<file path="src/rtl/frogger_pkg.sv">
// rtl/frogger_pkg.sv - shared state encoding, screen and lane geometry constants
package frogger_pkg;

  typedef enum logic [1:0] {
    PLAY      = 2'd0,
    DYING     = 2'd1,
    RESPAWN   = 2'd2,
    GAME_OVER = 2'd3
  } state_t;

  localparam int H_DISPLAY = 640;
  localparam int V_DISPLAY = 480;
  localparam int GRID      = 32;

  localparam int FROG_START_X = 320;
  localparam int FROG_START_Y = 448;

  localparam int NUM_LANES_DEF     = 4;
  localparam int CAR_W_DEF         = 64;
  localparam int LANE_Y_BASE_DEF   = 128;
  localparam int START_LIVES_DEF   = 3;
  localparam int DEATH_FRAMES_DEF  = 60;
  localparam int INVULN_FRAMES_DEF = 90;

  // Top Y of lane k, truncated to the 10-bit screen coordinate space
  function automatic logic [9:0] lane_y_of(input int base, input int grid, input int k);
    return 10'(base + k * grid);
  endfunction

endpackage

</file>
<file path="src/rtl/frog_lane_overlap.sv">
// rtl/frog_lane_overlap.sv - combinational frog-versus-car overlap test for one lane
module frog_lane_overlap #(
  parameter int GRID  = 32,
  parameter int CAR_W = 64
) (
  input  logic [9:0] frog_x,
  input  logic [9:0] frog_y,
  input  logic [9:0] car_x,
  input  logic [9:0] lane_y,
  output logic       hit
);

  // Right edges are formed in 11 bits so objects near X=1023 do not wrap
  logic [10:0] frog_end;
  logic [10:0] car_end;

  assign frog_end = {1'b0, frog_x} + 11'(GRID);
  assign car_end  = {1'b0, car_x} + 11'(CAR_W);

  assign hit = (frog_y == lane_y)
            && ({1'b0, frog_x} < car_end)
            && ({1'b0, car_x} < frog_end);

endmodule

</file>
<file path="src/rtl/frog_hazard_ctrl.sv">
// rtl/frog_hazard_ctrl.sv - per-frame collision, death/respawn, lives, score and game-over control (FROG_INVULN_EN adds post-respawn invulnerability)
module frog_hazard_ctrl #(
  parameter int NUM_LANES     = frogger_pkg::NUM_LANES_DEF,
  parameter int GRID          = frogger_pkg::GRID,
  parameter int CAR_W         = frogger_pkg::CAR_W_DEF,
  parameter int LANE_Y_BASE   = frogger_pkg::LANE_Y_BASE_DEF,
  parameter int START_LIVES   = frogger_pkg::START_LIVES_DEF,
  parameter int DEATH_FRAMES  = frogger_pkg::DEATH_FRAMES_DEF,
  parameter int INVULN_FRAMES = frogger_pkg::INVULN_FRAMES_DEF
) (
  input  logic                    i_Clk,
  input  logic                    i_Reset,
  input  logic                    i_Frame_Tick,
  input  logic                    i_Start,
  input  logic [9:0]              i_Frog_x,
  input  logic [9:0]              i_Frog_y,
  input  logic [3:0]              i_Level,
  input  logic [NUM_LANES*10-1:0] i_Car_x,
  output logic                    o_Freeze,
  output logic                    o_Respawn,
  output logic [2:0]              o_Lives,
  output logic [7:0]              o_Score,
  output logic [1:0]              o_State,
  output logic                    o_Game_Over,
  output logic                    o_Blink
);

  import frogger_pkg::*;

  state_t            state;
  state_t            next_state;
  logic [NUM_LANES-1:0] hit_vec;
  logic              any_hit;
  logic              hit_armed;
  logic [7:0]        death_cnt;
  logic [2:0]        lives_q;
  logic [7:0]        score_q;
  logic [3:0]        level_q;
  logic              freeze_q;
  logic              restart;
  logic              take_hit;

  genvar k;
  generate
    for (k = 0; k < NUM_LANES; k++) begin : g_lane
      localparam logic [9:0] lane_y_c = lane_y_of(LANE_Y_BASE, GRID, k);
      frog_lane_overlap #(
        .GRID  (GRID),
        .CAR_W (CAR_W)
      ) u_overlap (
        .frog_x (i_Frog_x),
        .frog_y (i_Frog_y),
        .car_x  (i_Car_x[10*k +: 10]),
        .lane_y (lane_y_c),
        .hit    (hit_vec[k])
      );
    end
  endgenerate

  assign any_hit = |hit_vec;

`ifdef FROG_INVULN_EN
  logic [7:0] inv_cnt;
  logic [2:0] blink_div;
  logic       blink_q;

  // Grace counter armed as RESPAWN hands back to PLAY; blink flips every eighth tick while it runs
  always_ff @(posedge i_Clk) begin
    if (i_Reset) begin
      inv_cnt   <= '0;
      blink_div <= '0;
      blink_q   <= 1'b0;
    end else if (state == RESPAWN) begin
      inv_cnt   <= 8'(INVULN_FRAMES);
      blink_div <= '0;
      blink_q   <= 1'b1;
    end else if (i_Frame_Tick && (inv_cnt != '0)) begin
      inv_cnt   <= inv_cnt - 8'd1;
      blink_div <= blink_div + 3'd1;
      if (blink_div == 3'd7) begin
        blink_q <= ~blink_q;
      end
    end
  end

  assign hit_armed = any_hit && (inv_cnt == '0);
  assign o_Blink   = blink_q && (inv_cnt != '0);
`else
  logic unused_invuln;
  assign unused_invuln = ^8'(INVULN_FRAMES);
  assign hit_armed     = any_hit;
  assign o_Blink       = 1'b0;
`endif

  assign take_hit = (state == PLAY) && i_Frame_Tick && hit_armed;
  assign restart  = (state == GAME_OVER) && i_Start;

  // Next-state decode; collisions and the death timer only advance on frame ticks
  always_comb begin
    next_state = state;
    case (state)
      PLAY: begin
        if (take_hit) next_state = DYING;
      end
      DYING: begin
        if (i_Frame_Tick && (death_cnt == '0)) begin
          next_state = (lives_q == '0) ? GAME_OVER : RESPAWN;
        end
      end
      RESPAWN: begin
        next_state = PLAY;
      end
      GAME_OVER: begin
        if (i_Start) next_state = RESPAWN;
      end
      default: begin
        next_state = PLAY;
      end
    endcase
  end

  // State register; freeze covers every non-PLAY cycle plus the first PLAY cycle after one
  always_ff @(posedge i_Clk) begin
    if (i_Reset) begin
      state    <= PLAY;
      freeze_q <= 1'b0;
    end else begin
      state    <= next_state;
      freeze_q <= (state != PLAY) || (next_state != PLAY);
    end
  end

  // Death timer loads on the fatal tick and counts frames down while dying
  always_ff @(posedge i_Clk) begin
    if (i_Reset) begin
      death_cnt <= '0;
    end else if (take_hit) begin
      death_cnt <= 8'(DEATH_FRAMES - 1);
    end else if ((state == DYING) && i_Frame_Tick && (death_cnt != '0)) begin
      death_cnt <= death_cnt - 8'd1;
    end
  end

  // Lives drop on each hit and refill on restart
  always_ff @(posedge i_Clk) begin
    if (i_Reset) begin
      lives_q <= 3'(START_LIVES);
    end else if (restart) begin
      lives_q <= 3'(START_LIVES);
    end else if (take_hit && (lives_q != '0)) begin
      lives_q <= lives_q - 3'd1;
    end
  end

  // Score counts single-step level advances (including 15 to 0), in every state
  always_ff @(posedge i_Clk) begin
    if (i_Reset) begin
      level_q <= i_Level;
      score_q <= '0;
    end else if (restart) begin
      level_q <= i_Level;
      score_q <= '0;
    end else if (i_Level != level_q) begin
      level_q <= i_Level;
      if ((i_Level == level_q + 4'd1) && (score_q != 8'hFF)) begin
        score_q <= score_q + 8'd1;
      end
    end
  end

  assign o_Freeze    = freeze_q;
  assign o_Respawn   = (state == RESPAWN);
  assign o_Game_Over = (state == GAME_OVER);
  assign o_State     = state;
  assign o_Lives     = lives_q;
  assign o_Score     = score_q;

endmodule

</file>
<file path="config.mk">
export PLATFORM = sky130hd
export DESIGN_NAME = frog_hazard_ctrl
export DESIGN_NICKNAME = d
export VERILOG_FILES = /design/src/rtl/frogger_pkg.sv /design/src/rtl/frog_lane_overlap.sv /design/src/rtl/frog_hazard_ctrl.sv
export SDC_FILE = /design/constraint.sdc
export NUM_CORES = 1
export LEC_CHECK = 0
export CAP_MARGIN = 20
export CORE_ASPECT_RATIO = 1.75
export CORE_MARGIN = 2
export CORE_UTILIZATION = 50
export CTS_CLUSTER_SIZE = 20
export DETAILED_ROUTE_END_ITERATION = 16
export PLACE_DENSITY_LB_ADDON = 0.15
export SLEW_MARGIN = 20
export SYNTH_ARGS = -nofsm -noshare
export SYNTH_HDL_FRONTEND = slang
export SYNTH_SLANG_ARGS = --single-unit
export TNS_END_PERCENT = 30
</file>
<file path="constraint.sdc">
create_clock -name i_Clk -period 6.4 [get_ports i_Clk]
set_clock_uncertainty 0.05 [all_clocks]
set_input_delay 1.28 -clock i_Clk [delete_from_list [all_inputs] [get_ports i_Clk]]
set_output_delay 1.28 -clock i_Clk [all_outputs]
set_load 0.02 [all_outputs]
</file>
==> metrics.md, run 1 <==
| Metric | Value |
|---|---|
| Status | completed |
| Vias per cell | between 5 and 6 |
| Rel. slew slack | between 50% and 60% |
| Power Internal | 0.355 mW |
| Cell with the most instances after synthesis | ha_1 |
| Sequential Power Share | 33.4% |
| Iteration count of the initial detailed-routing pass | 4 |
| Period utilization | roughly 72% |
| Netlist cell types | 52 |
| # placed instances | between 500 and 600 |
| Nets | 620 |
| CTS tree | done |
| Crit-path most repeated cell | ha_1 |
| DRC | 0 |
| Largest net degree at the start of global routing | 16 |
| Post-synth EDFFs | 4 |
| Reg2reg start | level_q[0]$_DFFE_PP_ |
| DIE HEIGHT | 111 um |
| Setup TNS | 0 ns |
| Max-slew violation count | 0 |
| CP endpoint kind | flip-flop |
| Inserted Diodes | 0 |
| Vias | 3116 |
| First-pass GRT wire length | around 14 mm |
| Fmax | around 220 MHz |
| WL final | between 8 and 9 mm |
| Worst Tran Pin Value | 0.633 ns |
| Fillcell total | approximately 580 |
| Leading cell types by count after synthesis | ha_1, inv_1, a21oi_1 |
| Critical Path Max Stage Delay | around 0.67 ns |
| Crit-path slowest cell | clkdlybuf4s50_1 |
| # setup viols final | 0 |
| RSZ-0062 raised after global routing | false |
| Ports | between 80 and 90 |
| Register area share after synthesis | between 10% and 20% |
| Max-cap viol count | 0 |
| Core ar. | between 6000 and 7000 um2 |
| Avg WL per Cell | about 15 um |
| Site Rows | 38 |
| Max Buffers Root-to-Sink | 2 |
| Synthesized Nets | 538 |
| Hold Path Class | reg2reg |
| FF-to-FF setup slack | 4.03 ns |
| Quantity of I/O buffers inserted on ports | 83 |
| Crit path max fanout | 12 |
| Final core occ | approximately 68% |
| Leading area contributor after synthesis | ha_1 |
| Worst VDD drop | 0.112 mV |
| Crit path arrival time | around 4.8 ns |
| All-layer global routing usage | between 20% and 30% |
| Gate Count Post-Synth | about 390 |
| Clock power frac | 26.1% |
| Setup bufs post-CTS | 0 |
| WP data required | ~6.6 ns |
| Hold path startpoint | death_cnt[6]$_SDFFE_PP0P_ |
| FF-to-FF path depth | 8 |
| Pwr per Cell Area | between 100 and 150 nW/um2 |
| Post-Syn Area | approximately 3200 um2 |
| Setup slack at placement | between 1.5 and 2 ns |
| Vias in the first global route | about 3.2k |
| Die W | 64.9 um |
| Synthesis Warnings | 0 |
| Clock transition at the registers of the reported paths | about 0.090 ns |
| Worst-Skew Late Latency | around 0.27 ns |
| RR Endpoint | o_Score[5]$_SDFFE_PP0P_ |
| Die area | 7180 um2 |
| Gpl congestion | between 0.8 and 0.9 |
| Drt first-iter violations | roughly 210 |
| Non-filler cells in the finished layout | about 550 |
| Synth area leaders | ha_1, dfxtp_1, a21oi_1 |
| Initial antenna violation count | 0 |
| Mean Syn Cell Area | 8.28 um2 |
| Root Driver | clkbuf_8 |
| P&R area growth vs syn | 30.0% |
| Share of cells above drive strength 1 | 2.96% |
| Startpoint Class | input pin |
| Leakage Power | 1.86 nW |
| Hpwl dp | roughly 7.2 mm |
| Synth top area share | a little under a third |
| Num CTS Buffers | 3 |
| Sw Share | between 30% and 40% |
| Setup ws final | approximately 1.8 ns |
| Final Hold Vio Count | 0 |
| Main synth FF type | dfxtp_1 |
| Post-DRT Antenna Nets | 0 |
| Congestion Overflow GR | 0 |
| Post-synth ARST share | 0% |
| CP Cell Sequence | clkdlybuf4s50_1, ha_1, xnor2_1, ha_1, nand3b_1, o221ai_1, a221o_1, a221oi_2, a32o_2, o311ai_4, or4_1, a21oi_1 |
| Clk sinks | 26 |
| Final min period | between 4 and 5 ns |
| Combinational share of power | about 41% |
| Post-CTS sizing | 0 |
| Seq cells post-synth | 26 |
| Hold Path Stages | 2 |
| Critical path class | in2reg |
| H-tree depth | 1 |
| Initial Utilization | a little over half |
| Sw Pwr | between 0.15 and 0.2 mW |
| CTS hold repair buffers | 0 |
| Endpoint, Worst Hold | death_cnt[6]$_SDFFE_PP0P_ |
power groups by stage:
stage                     Combinational [mW]  Clock (mW)  Sequential, mW
final                                  0.207       0.133           0.170
after global placement                 0.199           0           0.174
after detailed placement               0.206           0           0.174
after global routing                   0.234       0.142           0.171
after floorplan                        0.118           0           0.175
after CTS                              0.207       0.137           0.170
flip-flops by register name (all words and copies together), names as in the netlist:
name	flops
death_cnt	8
level_q	4
o_Freeze	1
o_Lives	3
o_Score	8
o_State	2
routing by layer:
metal | vias up | global-route usage, % | wire, um
met1 | 1418 | 21.5 | 2760
met4 | 0 | 8.79 | 199
met3 | 16 | 2.24 | 340
li1 | 1580 | - | -
met2 | 102 | 49.8 | 4870
met5 | - | 0 | 0
cells in the final DEF, fill, tap and decap left out, drive strengths merged, types with 16 or more instances in the layout:
master         netlist  final
a21oi               33     33
nand3               16     16
dfxtp               22     22
o21ai               20     20
nand2               22     22
ha                  78     78
nor2                26     26
xnor2               16     16
inv                 41     41
clkdlybuf4s50        0     83
how the worst max path moves through the flow:
stage	start	endpoint	slack, ns	cells after the start
2_1_floorplan	i_Frog_x[8]	o_Lives[2]$_SDFFE_PP0P_	2.60	11
3_3_place_gp	i_Frog_x[5]	o_Lives[2]$_SDFFE_PP0P_	1.60	12
3_5_place_dp	i_Frog_x[5]	o_Lives[1]$_SDFFE_PP1P_	1.50	12
4_1_cts	i_Frog_x[5]	o_Lives[1]$_SDFFE_PP1P_	1.78	12
5_1_grt	i_Frog_x[5]	o_Lives[1]$_SDFFE_PP1P_	1.47	12
6_report	i_Frog_x[5]	o_Lives[2]$_SDFFE_PP0P_	1.78	12
worst max-delay path: cells and delay by family:
kind | cells | cell delay [ns]
xor gates and xnor gates | 1 | 0.36
adders and majority gates | 2 | 0.70
AOI/OAI and AO/OA | 6 | 1.19
buffers and inverters | 1 | 0.67
and+or+nand+nor | 2 | 0.55
cell type report:
class	count	area, um2	share of cell area, %
multi-input cells	318	2490	59.1
repair buffers	84	838	19.9
flip-flops and latches	26	561	13.3
inverters	41	154	3.65
well taps	80	100	2.37
clock buffers	3	41.3	0.979
clock inverters	1	30.0	0.712
cells by family after synthesis:
logic type               Yosys count  share of synthesized area [%]
AND/OR/NAND/NOR                  105                           16.2
AO/OA/AOI/OAI                    102                           21.5
adder cells (fa/ha/maj)           78                           30.1
buffers and inverters             48                           5.90
XOR/XNOR                          30                           8.33
flip-flops                        26                           17.3
multiplexers                       2                          0.617
other                              1                          0.116
metrics by stage:
| step | hold WS [ns] | total power, mW | area, um2 |
|---|---|---|---|
| after floorplan | 0.409 | 0.292 | 3250 |
| after global placement | 0.420 | 0.373 | 4150 |
| after detailed placement | 0.433 | 0.380 | 4150 |
| after CTS | 0.444 | 0.514 | 4220 |
| after global routing | 0.476 | 0.547 | 4220 |
| final | 0.441 | 0.510 | 4220 |
Note: power is estimated with default switching activity, not from simulation.
==> inputs of run 2 (changes only) <==
==> constraint.sdc (replaced) <==
create_clock -name i_Clk -period 4.5 [get_ports i_Clk]
set_clock_uncertainty 0.05 [all_clocks]
set_input_delay 0.9 -clock i_Clk [delete_from_list [all_inputs] [get_ports i_Clk]]
set_output_delay 0.9 -clock i_Clk [all_outputs]
set_load 0.02 [all_outputs]
==> run 2 against run 1 <==
Against the previous run: cell count is 1.6% higher; largest power group unchanged; sequential share of layout area is 0.21 points lower; critical path depth stayed put; flip-flop and latch count stayed put; register-to-register slack worse by 1.9 ns; global-route usage is 0.31 points higher; worst hold slack better by 0.0081 ns; critical path type unchanged; sequential power is 42% higher; clock power is 47% higher; first-iteration DRC count is 53% lower; non-clock buffer count is 9 higher; routed wire length is 3.8% higher.
==> metrics.md, run 2 (same netlist as run 1, synthesis figures left out) <==
| Metric | Value |
|---|---|
| Status | completed |
| Endpoint, Worst Hold | death_cnt[6]$_SDFFE_PP0P_ |
| Clock transition at the registers of the reported paths | 0.09 ns |
| CTS hold repair buffers | 0 |
| FF-to-FF setup slack | ~2.1 ns |
| Final hold slack | between 0.4 and 0.5 ns |
| Most common cell after layout, fill and taps aside | clkdlybuf4s50_1 |
| Ports | 85 |
| Iteration count of the initial detailed-routing pass | 4 |
| Hold Path Class | reg2reg |
| Setup slack at placement | 0.353 ns |
| Avg WL per Cell | 15.1 um |
| Hpwl dp | between 7 and 8 mm |
| CTS tree | done |
| Final core occ | between 60% and 70% |
| Vias | 3192 |
| Hold Path Stages | 2 |
| Die area | between 7000 and 8000 um2 |
| # placed instances | around 560 |
| Crit-path slowest cell | a2111oi_2 |
| Rel. slew slack | a little under two fifths |
| Crit path max fanout | 4 |
| Setup TNS | 0 ns |
| Pwr per Cell Area | approximately 170 nW/um2 |
| Die W | 64.9 um |
| Initial Utilization | a little over half |
| Gpl congestion | 0.895 |
| Final Hold Vio Count | 0 |
| Critical path class | in2reg |
| Share of cells above drive strength 1 | about 4.8% |
| RR Endpoint | o_Score[5]$_SDFFE_PP0P_ |
| Worst-Skew Late Latency | roughly 0.28 ns |
| Congestion Overflow GR | 0 |
| Setup ws final | about 0.65 ns |
| Inserted Diodes | 0 |
| Core ar. | 6230 um2 |
| Site Rows | 38 |
| Vias in the first global route | around 3.2k |
| Crit-path most repeated cell | ha_1 |
| Clk sinks | 26 |
| Nets | approximately 630 |
| CP Cell Sequence | clkdlybuf4s50_1, ha_1, xnor2_1, ha_1, nand2_1, nor2_1, a2111oi_0, o21ai_1, a2111oi_2, o311ai_4, or4_1, a21oi_1 |
| Root Driver | clkbuf_8 |
| Initial antenna violation count | 0 |
| Drt first-iter violations | 99 |
| All-layer global routing usage | 24.0% |
| Max-slew violation count | 0 |
| # setup viols final | 0 |
| Most frequent cells in the layout | clkdlybuf4s50_1, ha_1, inv_1 |
| Vias per cell | roughly 5.7 |
| Worst VDD drop | roughly 0.10 mV |
| RSZ-0062 raised after global routing | false |
| Quantity of I/O buffers inserted on ports | 83 |
| FF-to-FF path depth | 8 |
| Hold path startpoint | death_cnt[6]$_SDFFE_PP0P_ |
| DIE HEIGHT | ~110 um |
| Post-CTS sizing | 0 |
| Final min period | between 3 and 4 ns |
| WL final | ~8.5 mm |
| DRC | 0 |
| First-pass GRT wire length | ~14 mm |
| Startpoint Class | input pin |
| WP data required | roughly 4.7 ns |
| Max-cap viol count | 0 |
| Critical Path Max Stage Delay | approximately 0.58 ns |
| Worst Tran Pin Value | ~0.95 ns |
| Reg2reg start | level_q[0]$_DFFE_PP_ |
| Leakage Power | 1.90 nW |
| Setup bufs post-CTS | 0 |
| Max Buffers Root-to-Sink | 2 |
| CP endpoint kind | flip-flop |
| P&R area growth vs syn | 32.0% |
| H-tree depth | 1 |
| Num CTS Buffers | 3 |
| Largest net degree at the start of global routing | 16 |
| Crit path arrival time | between 4 and 5 ns |
| Post-DRT Antenna Nets | 0 |
| Fmax | around 260 MHz |
| Non-filler cells in the finished layout | about 560 |
| Period utilization | 85.6% |
==> run 2: cell types whose count changed in the layout (fill, tap and decap cells not counted), sizes merged <==
| cell | before | now |
|---|---|---|
| buf | 1 | 10 |
==> run 2: how the worst max path moves through the flow <==
| stage | from | to | slack [ns] | cells past startpoint |
|---|---|---|---|---|
| final | i_Car_x[36] | o_Lives[2]$_SDFFE_PP0P_ | 0.65 | 12 |
| after global routing | i_Car_x[36] | o_Lives[2]$_SDFFE_PP0P_ | 0.39 | 12 |
| after CTS | i_Car_x[36] | o_Lives[2]$_SDFFE_PP0P_ | 0.63 | 12 |
| after detailed placement | i_Car_x[36] | o_Lives[2]$_SDFFE_PP0P_ | 0.35 | 12 |
| after global placement | i_Car_x[36] | o_Lives[2]$_SDFFE_PP0P_ | 0.41 | 12 |
| after floorplan | i_Frog_x[8] | o_Lives[2]$_SDFFE_PP0P_ | 1.08 | 11 |
==> run 2: final cells by class <==
cell class,instances,area [um2]
multi-input combinational,318,2490
fill,534,1940
timing repair buffer,93,906
sequential,26,561
inverter,41,154
tap,80,100
clock buffer,3,41.3
clock inverter,1,30.0
==> run 2: through the flow <==
stage          power [mW]  instance area (um2)
2_1_floorplan       0.416                 3250
3_3_place_gp        0.541                 4210
3_5_place_dp        0.549                 4210
4_1_cts             0.743                 4290
5_1_grt             0.792                 4290
6_report            0.741                 4290
==> run 2: critical path: cells and delay by family <==
kind | cells | cell delay (ns)
simple gates | 3 | 0.55
fa+ha+maj | 2 | 0.57
buf+inv | 1 | 0.49
xor+xnor | 1 | 0.13
compound gates | 5 | 1.36
==> run 2: metal layers <==
metal / global-route usage, % / vias to the layer above / wire length [um]
met5: 0 / - / 0
met4: 16.5 / 0 / 526
met3: 2.34 / 35 / 323
met2: 47.9 / 97 / 4860
met1: 20.7 / 1453 / 2770
li1: - / 1607 / -
==> run 2: where the power goes <==
part	internal [mW]	switching, mW	leakage (nW)
clock	0.119	0.0768	0.0357
sequential	0.239	0.00300	0.219
combinational	0.152	0.150	1.65
total	0.511	0.230	1.90
